<file path="config.mk">
export PLATFORM = sky130hd
export DESIGN_NAME = alu_pipe
export DESIGN_NICKNAME = d
export VERILOG_FILES = /design/src/rtl/alu_pkg.sv /design/src/rtl/alu_pipe_reg.sv /design/src/rtl/alu_pipe.sv
export SDC_FILE = /design/constraint.sdc
export NUM_CORES = 1
export LEC_CHECK = 0
export CELL_PAD_IN_SITES_DETAIL_PLACEMENT = 2
export CELL_PAD_IN_SITES_GLOBAL_PLACEMENT = 2
export CORE_UTILIZATION = 35
export CTS_CLUSTER_DIAMETER = 100
export DETAILED_ROUTE_END_ITERATION = 7
export MAX_ROUTING_LAYER = met4
export PLACE_DENSITY = 0.91
export SLEW_MARGIN = 20
export SYNTH_ARGS = -nofsm -noshare
export SYNTH_HDL_FRONTEND = slang
export SYNTH_SLANG_ARGS = --single-unit
</file>
<file path="constraint.sdc">
create_clock -name clk -period 12.6 [get_ports clk]
set_input_delay 2.52 -clock clk [delete_from_list [all_inputs] [get_ports clk]]
set_output_delay 2.52 -clock clk [all_outputs]
set_load 0.01 [all_outputs]
</file>
<file path="src/rtl/alu_pkg.sv">
// Opcode encoding and helpers shared by the pipelined ALU and its testbench.
package alu_pkg;

    typedef logic [2:0] alu_op_t;

    localparam alu_op_t OP_ADD  = 3'b000;
    localparam alu_op_t OP_SUB  = 3'b001;
    localparam alu_op_t OP_RSUB = 3'b010;
    localparam alu_op_t OP_OR   = 3'b011;
    localparam alu_op_t OP_AND  = 3'b100;
    localparam alu_op_t OP_XOR  = 3'b101;
    localparam alu_op_t OP_XNOR = 3'b110;
    localparam alu_op_t OP_ZERO = 3'b111;

    // Only the adder-based opcodes produce meaningful carry and overflow.
    function automatic logic is_arith(input alu_op_t op);
        return (op == OP_ADD) || (op == OP_SUB) || (op == OP_RSUB);
    endfunction

endpackage

</file>
<file path="src/rtl/alu_pipe_reg.sv">
// Pipeline slot: a valid bit plus payload, loaded on enable and cleared by synchronous reset.
module alu_pipe_reg #(
    parameter int WIDTH = 8
) (
    input  logic             clk,
    input  logic             rst,
    input  logic             en,
    input  logic             d_valid,
    input  logic [WIDTH-1:0] d_data,
    output logic             q_valid,
    output logic [WIDTH-1:0] q_data
);

    always_ff @(posedge clk) begin
        if (rst) begin
            q_valid <= 1'b0;
            q_data  <= '0;
        end else if (en) begin
            q_valid <= d_valid;
            q_data  <= d_data;
        end
    end

endmodule

</file>
<file path="src/rtl/alu_pipe.sv">
// Two-stage pipelined ALU with valid/ready handshake, split-carry adder and registered C/Z/N/V flags.
module alu_pipe
    import alu_pkg::*;
#(
    parameter int WIDTH = 64
) (
    input  logic             clk,
    input  logic             rst,
    input  logic             in_valid,
    output logic             in_ready,
    input  logic [WIDTH-1:0] in_a,
    input  logic [WIDTH-1:0] in_b,
    input  logic [2:0]       in_op,
    output logic             out_valid,
    input  logic             out_ready,
    output logic [WIDTH-1:0] out_res,
    output logic             out_c,
    output logic             out_z,
    output logic             out_n,
    output logic             out_v
);

    localparam int LO   = WIDTH / 2;
    localparam int HI   = WIDTH - LO;
    localparam int S1_W = 3 + 2 * WIDTH + LO + 1;
    localparam int S2_W = WIDTH + 4;

    logic adv;

    // The whole pipe moves together; it only stalls when a finished result is waiting.
    assign adv      = out_ready | ~out_valid;
    assign in_ready = adv;

    logic [WIDTH-1:0] sel_a;
    logic [WIDTH-1:0] sel_b;
    logic             cin;
    logic [LO:0]      lo_sum;

    // Subtractions become additions of an inverted operand with carry-in set.
    always_comb begin
        sel_a = in_a;
        sel_b = in_b;
        cin   = 1'b0;
        case (alu_op_t'(in_op))
            OP_SUB: begin
                sel_b = ~in_b;
                cin   = 1'b1;
            end
            OP_RSUB: begin
                sel_a = in_b;
                sel_b = ~in_a;
                cin   = 1'b1;
            end
            default: ;
        endcase
    end

    assign lo_sum = {1'b0, sel_a[LO-1:0]} + {1'b0, sel_b[LO-1:0]} + {{LO{1'b0}}, cin};

    logic             s1_valid;
    logic [S1_W-1:0]  s1_q;

    alu_pipe_reg #(.WIDTH(S1_W)) u_stage1 (
        .clk     (clk),
        .rst     (rst),
        .en      (adv),
        .d_valid (in_valid),
        .d_data  ({in_op, sel_a, sel_b, lo_sum}),
        .q_valid (s1_valid),
        .q_data  (s1_q)
    );

    alu_op_t          s1_op;
    logic [WIDTH-1:0] s1_a;
    logic [WIDTH-1:0] s1_b;
    logic [LO-1:0]    s1_lo;
    logic             s1_clo;

    assign s1_op  = s1_q[S1_W-1 -: 3];
    assign s1_a   = s1_q[S1_W-4 -: WIDTH];
    assign s1_b   = s1_q[S1_W-4-WIDTH -: WIDTH];
    assign s1_clo = s1_q[LO];
    assign s1_lo  = s1_q[LO-1:0];

    logic [HI:0]      hi_sum;
    logic [WIDTH-1:0] sum;
    logic [WIDTH-1:0] res;
    logic             c_flag;
    logic             v_flag;
    logic             z_flag;
    logic             n_flag;

    assign hi_sum = {1'b0, s1_a[WIDTH-1:LO]} + {1'b0, s1_b[WIDTH-1:LO]} + {{HI{1'b0}}, s1_clo};
    assign sum    = {hi_sum[HI-1:0], s1_lo};

    // Logic ops see the unmodified operands because the select stage leaves them untouched.
    always_comb begin
        res    = sum;
        c_flag = 1'b0;
        v_flag = 1'b0;
        case (s1_op)
            OP_OR:   res = s1_a | s1_b;
            OP_AND:  res = s1_a & s1_b;
            OP_XOR:  res = s1_a ^ s1_b;
            OP_XNOR: res = ~(s1_a ^ s1_b);
            OP_ZERO: res = '0;
            default: ;
        endcase
        if (is_arith(s1_op)) begin
            c_flag = hi_sum[HI];
            v_flag = (s1_a[WIDTH-1] == s1_b[WIDTH-1]) && (sum[WIDTH-1] != s1_a[WIDTH-1]);
        end
    end

    assign z_flag = (res == '0);
    assign n_flag = res[WIDTH-1];

    logic [S2_W-1:0] s2_q;

    alu_pipe_reg #(.WIDTH(S2_W)) u_stage2 (
        .clk     (clk),
        .rst     (rst),
        .en      (adv),
        .d_valid (s1_valid),
        .d_data  ({res, c_flag, z_flag, n_flag, v_flag}),
        .q_valid (out_valid),
        .q_data  (s2_q)
    );

    assign out_res = s2_q[S2_W-1 -: WIDTH];
    assign out_c   = s2_q[3];
    assign out_z   = s2_q[2];
    assign out_n   = s2_q[1];
    assign out_v   = s2_q[0];

endmodule

</file>
### Yosys cells after proc, flatten, opt, wreduce, memory -nomap -nowiden

Cells that the tools add are included.

| word-level totals | value |
|---|---|
| register bits after elaboration | 234 |
| output and inout bits | 70 |
| input bits | 135 |

| cells by class | value |
|---|---|
| $add $sub $neg | 4 |
| equality and inequality tests | 11 |
| bitwise operators | 8 |
| reduce and logical (&&, ||, !) cells | 6 |
| mux-type cells | 6 |

Operators with widths:

| operator | number |
|---|---|
| $pmux W64 S5 | 1 |
| $not A64 Y64 | 3 |
| $pmux W64 S2 | 1 |
| $add A32 B32 Y33 | 2 |
| $add A33 B1 Y33 | 2 |
| $and A64 B64 Y64 | 1 |
| $logic_not A64 Y1 | 1 |
| $mux W64 | 1 |
| $or A64 B64 Y64 | 1 |
| $xor A64 B64 Y64 | 1 |
| $eq A3 B3 Y1 const B | 4 |
| $eq A3 B2 Y1 const B | 3 |
| $eq A3 B1 Y1 const B | 2 |
| $logic_not A3 Y1 | 1 |
| $mux W1 | 3 |
| $logic_or A1 B1 Y1 | 2 |
| $reduce_or A2 Y1 | 1 |
| $eq A1 B1 Y1 | 1 |
| $logic_and A1 B1 Y1 | 1 |
| $ne A1 B1 Y1 | 1 |
| $not A1 Y1 | 1 |
| $or A1 B1 Y1 | 1 |

### Longest topological paths before layout

| logic depth | value |
|---|---|
| word-level depth | 5 |
| gate-level depth with buffers | 20 |
| gate-level depth less buffers | 18 |

### Modules after synthesis

A second synthesis with hierarchy kept.

| second synthesis, totals | value |
|---|---|
| cells, all modules | 2296 |
| area total of the unflattened synthesis | 17804.6 um2 |

Modules (own cells, without submodules):

| module | instances | area each (um2) | cells an instance |
|---|---|---|---|
| alu_pipe | 1 | 9415.3 | 1541 |
| alu_pipe_reg (u_stage1) | 1 | 5949.5 | 532 |
| alu_pipe_reg (u_stage2) | 1 | 2439.8 | 223 |

### Least setup slack after synthesis

No wires, ideal clock.

| timing | value |
|---|---|
| path kind | input -> register |
| start | input in_op[2] |
| end | register u_stage1.q_data[32] |
| stages on the path | 19 |
| arrival time | 6.233 ns |
| data required time | 12.505 ns |
| slack | 6.271 ns |
| library setup time | 0.095 ns |
| buffers on the path | 2 |
| cell sequence | or3b_2 and2_1 clkbuf_1 clkbuf_1 a21o_1 ha_1 nor3b_1 nor2_1 fa_1 nor2b_1 o211ai_1 a21boi_0 o21ai_0 a21oi_1 o21a_1 a211oi_1 a21oi_1 nand3_1 a221oi_1 |

| between the ends | value |
|---|---|
| word-level cells in the longest chain between the ends | 4 |
| elaborated cells between the ends (all ways) | 8 |

Ends and longest elaborated chain:

| item | RTL line | text |
|---|---|---|
| from (decl) | alu_pipe.sv:13 | `input logic [2:0] in_op,` |
| $eq A3 B2 Y1 or $eq A3 B1 Y1 (tied branches) | alu_pipe.sv:44 | `case (alu_op_t'(in_op))` |
| $pmux W64 S2 * | alu_pipe.sv:44 |  |
| via sel_b[0] | alu_pipe.sv:35 | `logic [WIDTH-1:0] sel_b;` |
| $add A32 B32 Y33 * | alu_pipe.sv:58 | `assign lo_sum = {1'b0, sel_a[LO-1:0]} + {1'b0, sel_b[LO-1:0]} + {{LO{1'b0}}, cin};` |
| $add A33 B1 Y33 * | alu_pipe.sv:58 |  |
| to (signal assigned) | alu_pipe_reg.sv:20 | `q_data <= d_data;` |
| to (decl) | alu_pipe_reg.sv:11 | `output logic [WIDTH-1:0] q_data` |

The timed path passes the listed nets; every way through them passes the cells marked *.
A chain may end at the register's enable or synchronous reset.

### Worst setup path in the final report

Ends and elaborated chain as after synthesis.

==> flow_summary_export.csv <==
group,metric,value,unit
power_and_ir_drop,ir_drop,0.114,mV
route,post-route-drc-count,0,
sta,worst_clock_skew,0.0192,ns
route,drtPass1Iterations,5,
clock_network,ctsResizeCount,0,
critical_path,rrSetupSlack,7.36,ns
synthesis,async_flop_share,0,
critical_path,critical_path_arrival,9.08,ns
critical_path,r2r_cells,12,
critical_path,slowest_delay,0.85,ns
critical_path,r2r-end,"u_stage2.q_data[2]",
worst_hold_path,hold_path_class,"flip-flop to flip-flop",
critical_path,cp.buffers_inverters,2,
synthesis,synthCells,2349,
clock_network,cts_setup_buffers,0,
sta,fmax,117,MHz
sta,rsz0062_at_grt,"no",
synthesis,ys_warn_count,0,
synthesis,synth-edff-count,0,
power_and_ir_drop,power_per_cell_area,139,nW/um^2
critical_path,critical_path_class,"input pin to flip-flop",
placement,place_congestion,0.918,
finish,diodes,0,
route,routed_via_density,6.19,
sta,holdWs,0.464,ns
floorplanning,rows,80,
sta,slew_headroom,0.202,
sta,tns,0,ns
clock_network,cts_num_sinks,233,
synthesis,synth_nets,2647,
clock_network,cts_tree,"done",
status,status,"completed",
critical_path,crit_path_max_fanout,74,
floorplanning,start_util,0.355,
global_routing,grt_pass1_wl,125000,um
sta,setup_viol,0,
power_and_ir_drop,leakagePower,8.38,nW
clock_network,h-tree-depth,1,
route,met1_length,32300,um
placement,port_buffers,204,
critical_path,crit_required,13.10,ns
synthesis,ys_ff_latch,233,
clock_network,clk_path_buf_depth,3,
sta,period_minus_slack,8.57,ns
route,ant_nets,0,
synthesis,avgSynthCellArea,7.19,um^2
critical_path,r2r-start,"u_stage1.q_data[162]",
clock_network,cts-buffers-inserted,30,
clock_network,cts_root_buffer,"clkbuf_16",
synthesis,synthesis.area,16900,um^2
placement,dpl.cell_count,3004,
finish,fin_nets,2719,
floorplanning,die_width,222,um
route,drt_iter0_markers,1282,
floorplanning,ioPinCount,205,
route,vias,18900,
route,wl,80200,um
critical_path,endpoint_kind,"flip-flop",
global_routing,grt_util_all_layers,0.328,
finish,final_common_cell,"nand2_1",
floorplanning,die_y,222,um
worst_hold_path,hold_depth,2,
route,wl_met3,3930,um
critical_path,critical_path.cell_chain,"clkdlybuf4s50_1 -> or3b_4 -> buf_4 -> o22ai_1 -> a21o_1 -> ha_1 -> nor3b_1 -> nor2_1 -> fa_1 -> nor2b_1 -> o211ai_1 -> a21boi_0 -> o21ai_0 -> a21oi_1 -> o21a_1 -> a211oi_1 -> a21oi_1 -> nand3_1 -> a221oi_1",
route,top_layer_used,"met4",
critical_path,worst_path_most_repeated_cell,"a21oi_1",
sta,fin_crit_sh,0.680,
finish,fill_cells,5442,
finish,finalNonFillerCells,3059,
floorplanning,coreArea,47600,um^2
critical_path,critPathLaunchType,"input pin",
synthesis,ys_types,75,
synthesis,ys_seq_area_frac,0.276,
route,wl_met2,39700,um
worst_hold_path,holdPathEnd,"u_stage1.q_data[12]",
critical_path,critPathSlowestCell,"or3b_4",
critical_path,critical_path.top_delay_family,"compound AO/OA/AOI/OAI gates",
sta,hold_violations,0,
route,routedWlPerCell,26.2,um
clock_network,cts-hold-fix-buffers,0,
sta,finalMaxSlewViolations,0,
floorplanning,die_area,49200,um^2
global_routing,antenna_found_initial,0,
global_routing,grt_pass1_vias,21400,
finish,synthToLayoutAreaGrowth,20.3,%
clock_network,insertion_delay,0.60,ns
synthesis,ys.flop_type,"dfxtp_1",
sta,worstMarginPinSlew,1.20,ns
critical_path,worstSetupStartpoint,"in_op[2]",
worst_hold_path,min_from,"u_stage1.q_data[12]",
global_routing,grt-ovfl-total,0,
placement,detailed_place_hpwl,52400,um
run,drv_cap,0,
clock_network,path_clk_slew,0.07,ns
finish,layout-drive-gt1-share,0.0401,
global_routing,grt_start_max_net_pins,219,
finish,final_cell_mix,"nand2_1, a21oi_1, dfxtp_1",
-- flip-flops by register name, summed over array words and instances, names as in the netlist --
name and cells:
u_stage1.q_valid 1, u_stage2.q_data 67, u_stage2.q_valid 1, u_stage1.q_data 164
-- area by class of cell --
type | instances | area [um^2] | area share
Clock inverter | 17 | 317 | 0.0156
Tap cell | 615 | 769 | 0.0379
Timing Repair Buffer | 223 | 2200 | 0.108
Multi-Input combinational cell | 1778 | 10900 | 0.538
Inverter | 155 | 587 | 0.0289
Sequential cell | 233 | 4670 | 0.230
Clock buffer | 38 | 852 | 0.0419
-- kinds of logic after synthesis --
family,Yosys count,synth area share
AOI/OAI and AO/OA,797,0.308
and+or+nand+nor,764,0.187
buffers and inverters,338,0.0784
DFF,233,0.276
adders and majority gates,163,0.122
xor gates and xnor gates,47,0.0244
muxes,7,0.00422
-- Yosys cell counts (5+ instances only) --
| master | count | area [um^2] |
|---|---|---|
| nand4_1 | 14 | 87.6 |
| a22oi_1 | 5 | 37.5 |
| a211o_1 | 5 | 43.8 |
| o22ai_1 | 47 | 294 |
| nor4_1 | 8 | 50.1 |
| o21a_1 | 12 | 90.1 |
| buf_2 | 20 | 100 |
| a222oi_1 | 8 | 80.1 |
| nor3b_1 | 6 | 45.0 |
| mux2i_1 | 6 | 60.1 |
| o221ai_1 | 33 | 289 |
| dfxtp_1 | 233 | 4660 |
| a211oi_1 | 114 | 856 |
| a221oi_1 | 14 | 123 |
| nand2_1 | 460 | 1730 |
| o211ai_1 | 16 | 120 |
| o21bai_1 | 5 | 37.5 |
| xnor2_1 | 32 | 280 |
| a221o_1 | 6 | 60.1 |
| or3_1 | 6 | 37.5 |
| a311oi_1 | 36 | 315 |
| a21o_1 | 49 | 368 |
| nor2b_1 | 11 | 68.8 |
| nor3_1 | 16 | 80.1 |
| ha_1 | 160 | 2000 |
| a22o_1 | 11 | 96.3 |
| nand3_1 | 13 | 65.1 |
| buf_1 | 26 | 97.6 |
| o2bb2ai_1 | 12 | 105 |
| nor2_1 | 192 | 721 |
| o21ai_1 | 10 | 50.1 |
| xor2_1 | 15 | 131 |
| inv_1 | 153 | 574 |
| o21ai_0 | 139 | 696 |
| nand2b_1 | 11 | 68.8 |
| a21oi_1 | 233 | 1170 |
| clkbuf_1 | 131 | 492 |
-- stage by stage --
stage | util | area [um^2] | setup slack [ns] | power (mW)
2_1_floorplan | - | 16900 | 6.27 | 1.39
3_3_place_gp | 0.402 | 19200 | 4.46 | 1.68
3_5_place_dp | 0.402 | 19200 | 3.81 | 1.74
4_1_cts | 0.427 | 20300 | 4.17 | 2.82
5_1_grt | 0.427 | 20300 | 3.65 | 2.93
6_report | 0.427 | 20300 | 4.03 | 2.83
-- worst max-delay path by stage --
stage	to	depth (start not counted)
2_1_floorplan	u_stage1.q_data[32]	19
3_3_place_gp	u_stage1.q_data[29]	18
3_5_place_dp	u_stage1.q_data[32]	19
4_1_cts	u_stage1.q_data[32]	19
5_1_grt	u_stage1.q_data[32]	19
6_report	u_stage1.q_data[32]	19
-- metal layers --
| metal | vias up | track usage |
|---|---|---|
| met2 | 686 | 0.566 |
| met4 | 0 | 0.172 |
| met3 | 284 | 0.0466 |
| li1 | 8418 | - |
| met1 | 9534 | 0.368 |
| met5 | - | - |
-- worst min-delay path: stages, from the launching register on --
cell     delay (ns)
dfxtp_1        0.31
nand2_1        0.05
a21oi_1        0.05
-- power by group --
group	switching, mW	internal (mW)	leakage [nW]
Clock	0.384	0.658	0.575
Sequential	0.0739	0.821	1.94
Combinational	0.553	0.337	5.86
Note: power is estimated with default switching activity, not from simulation.
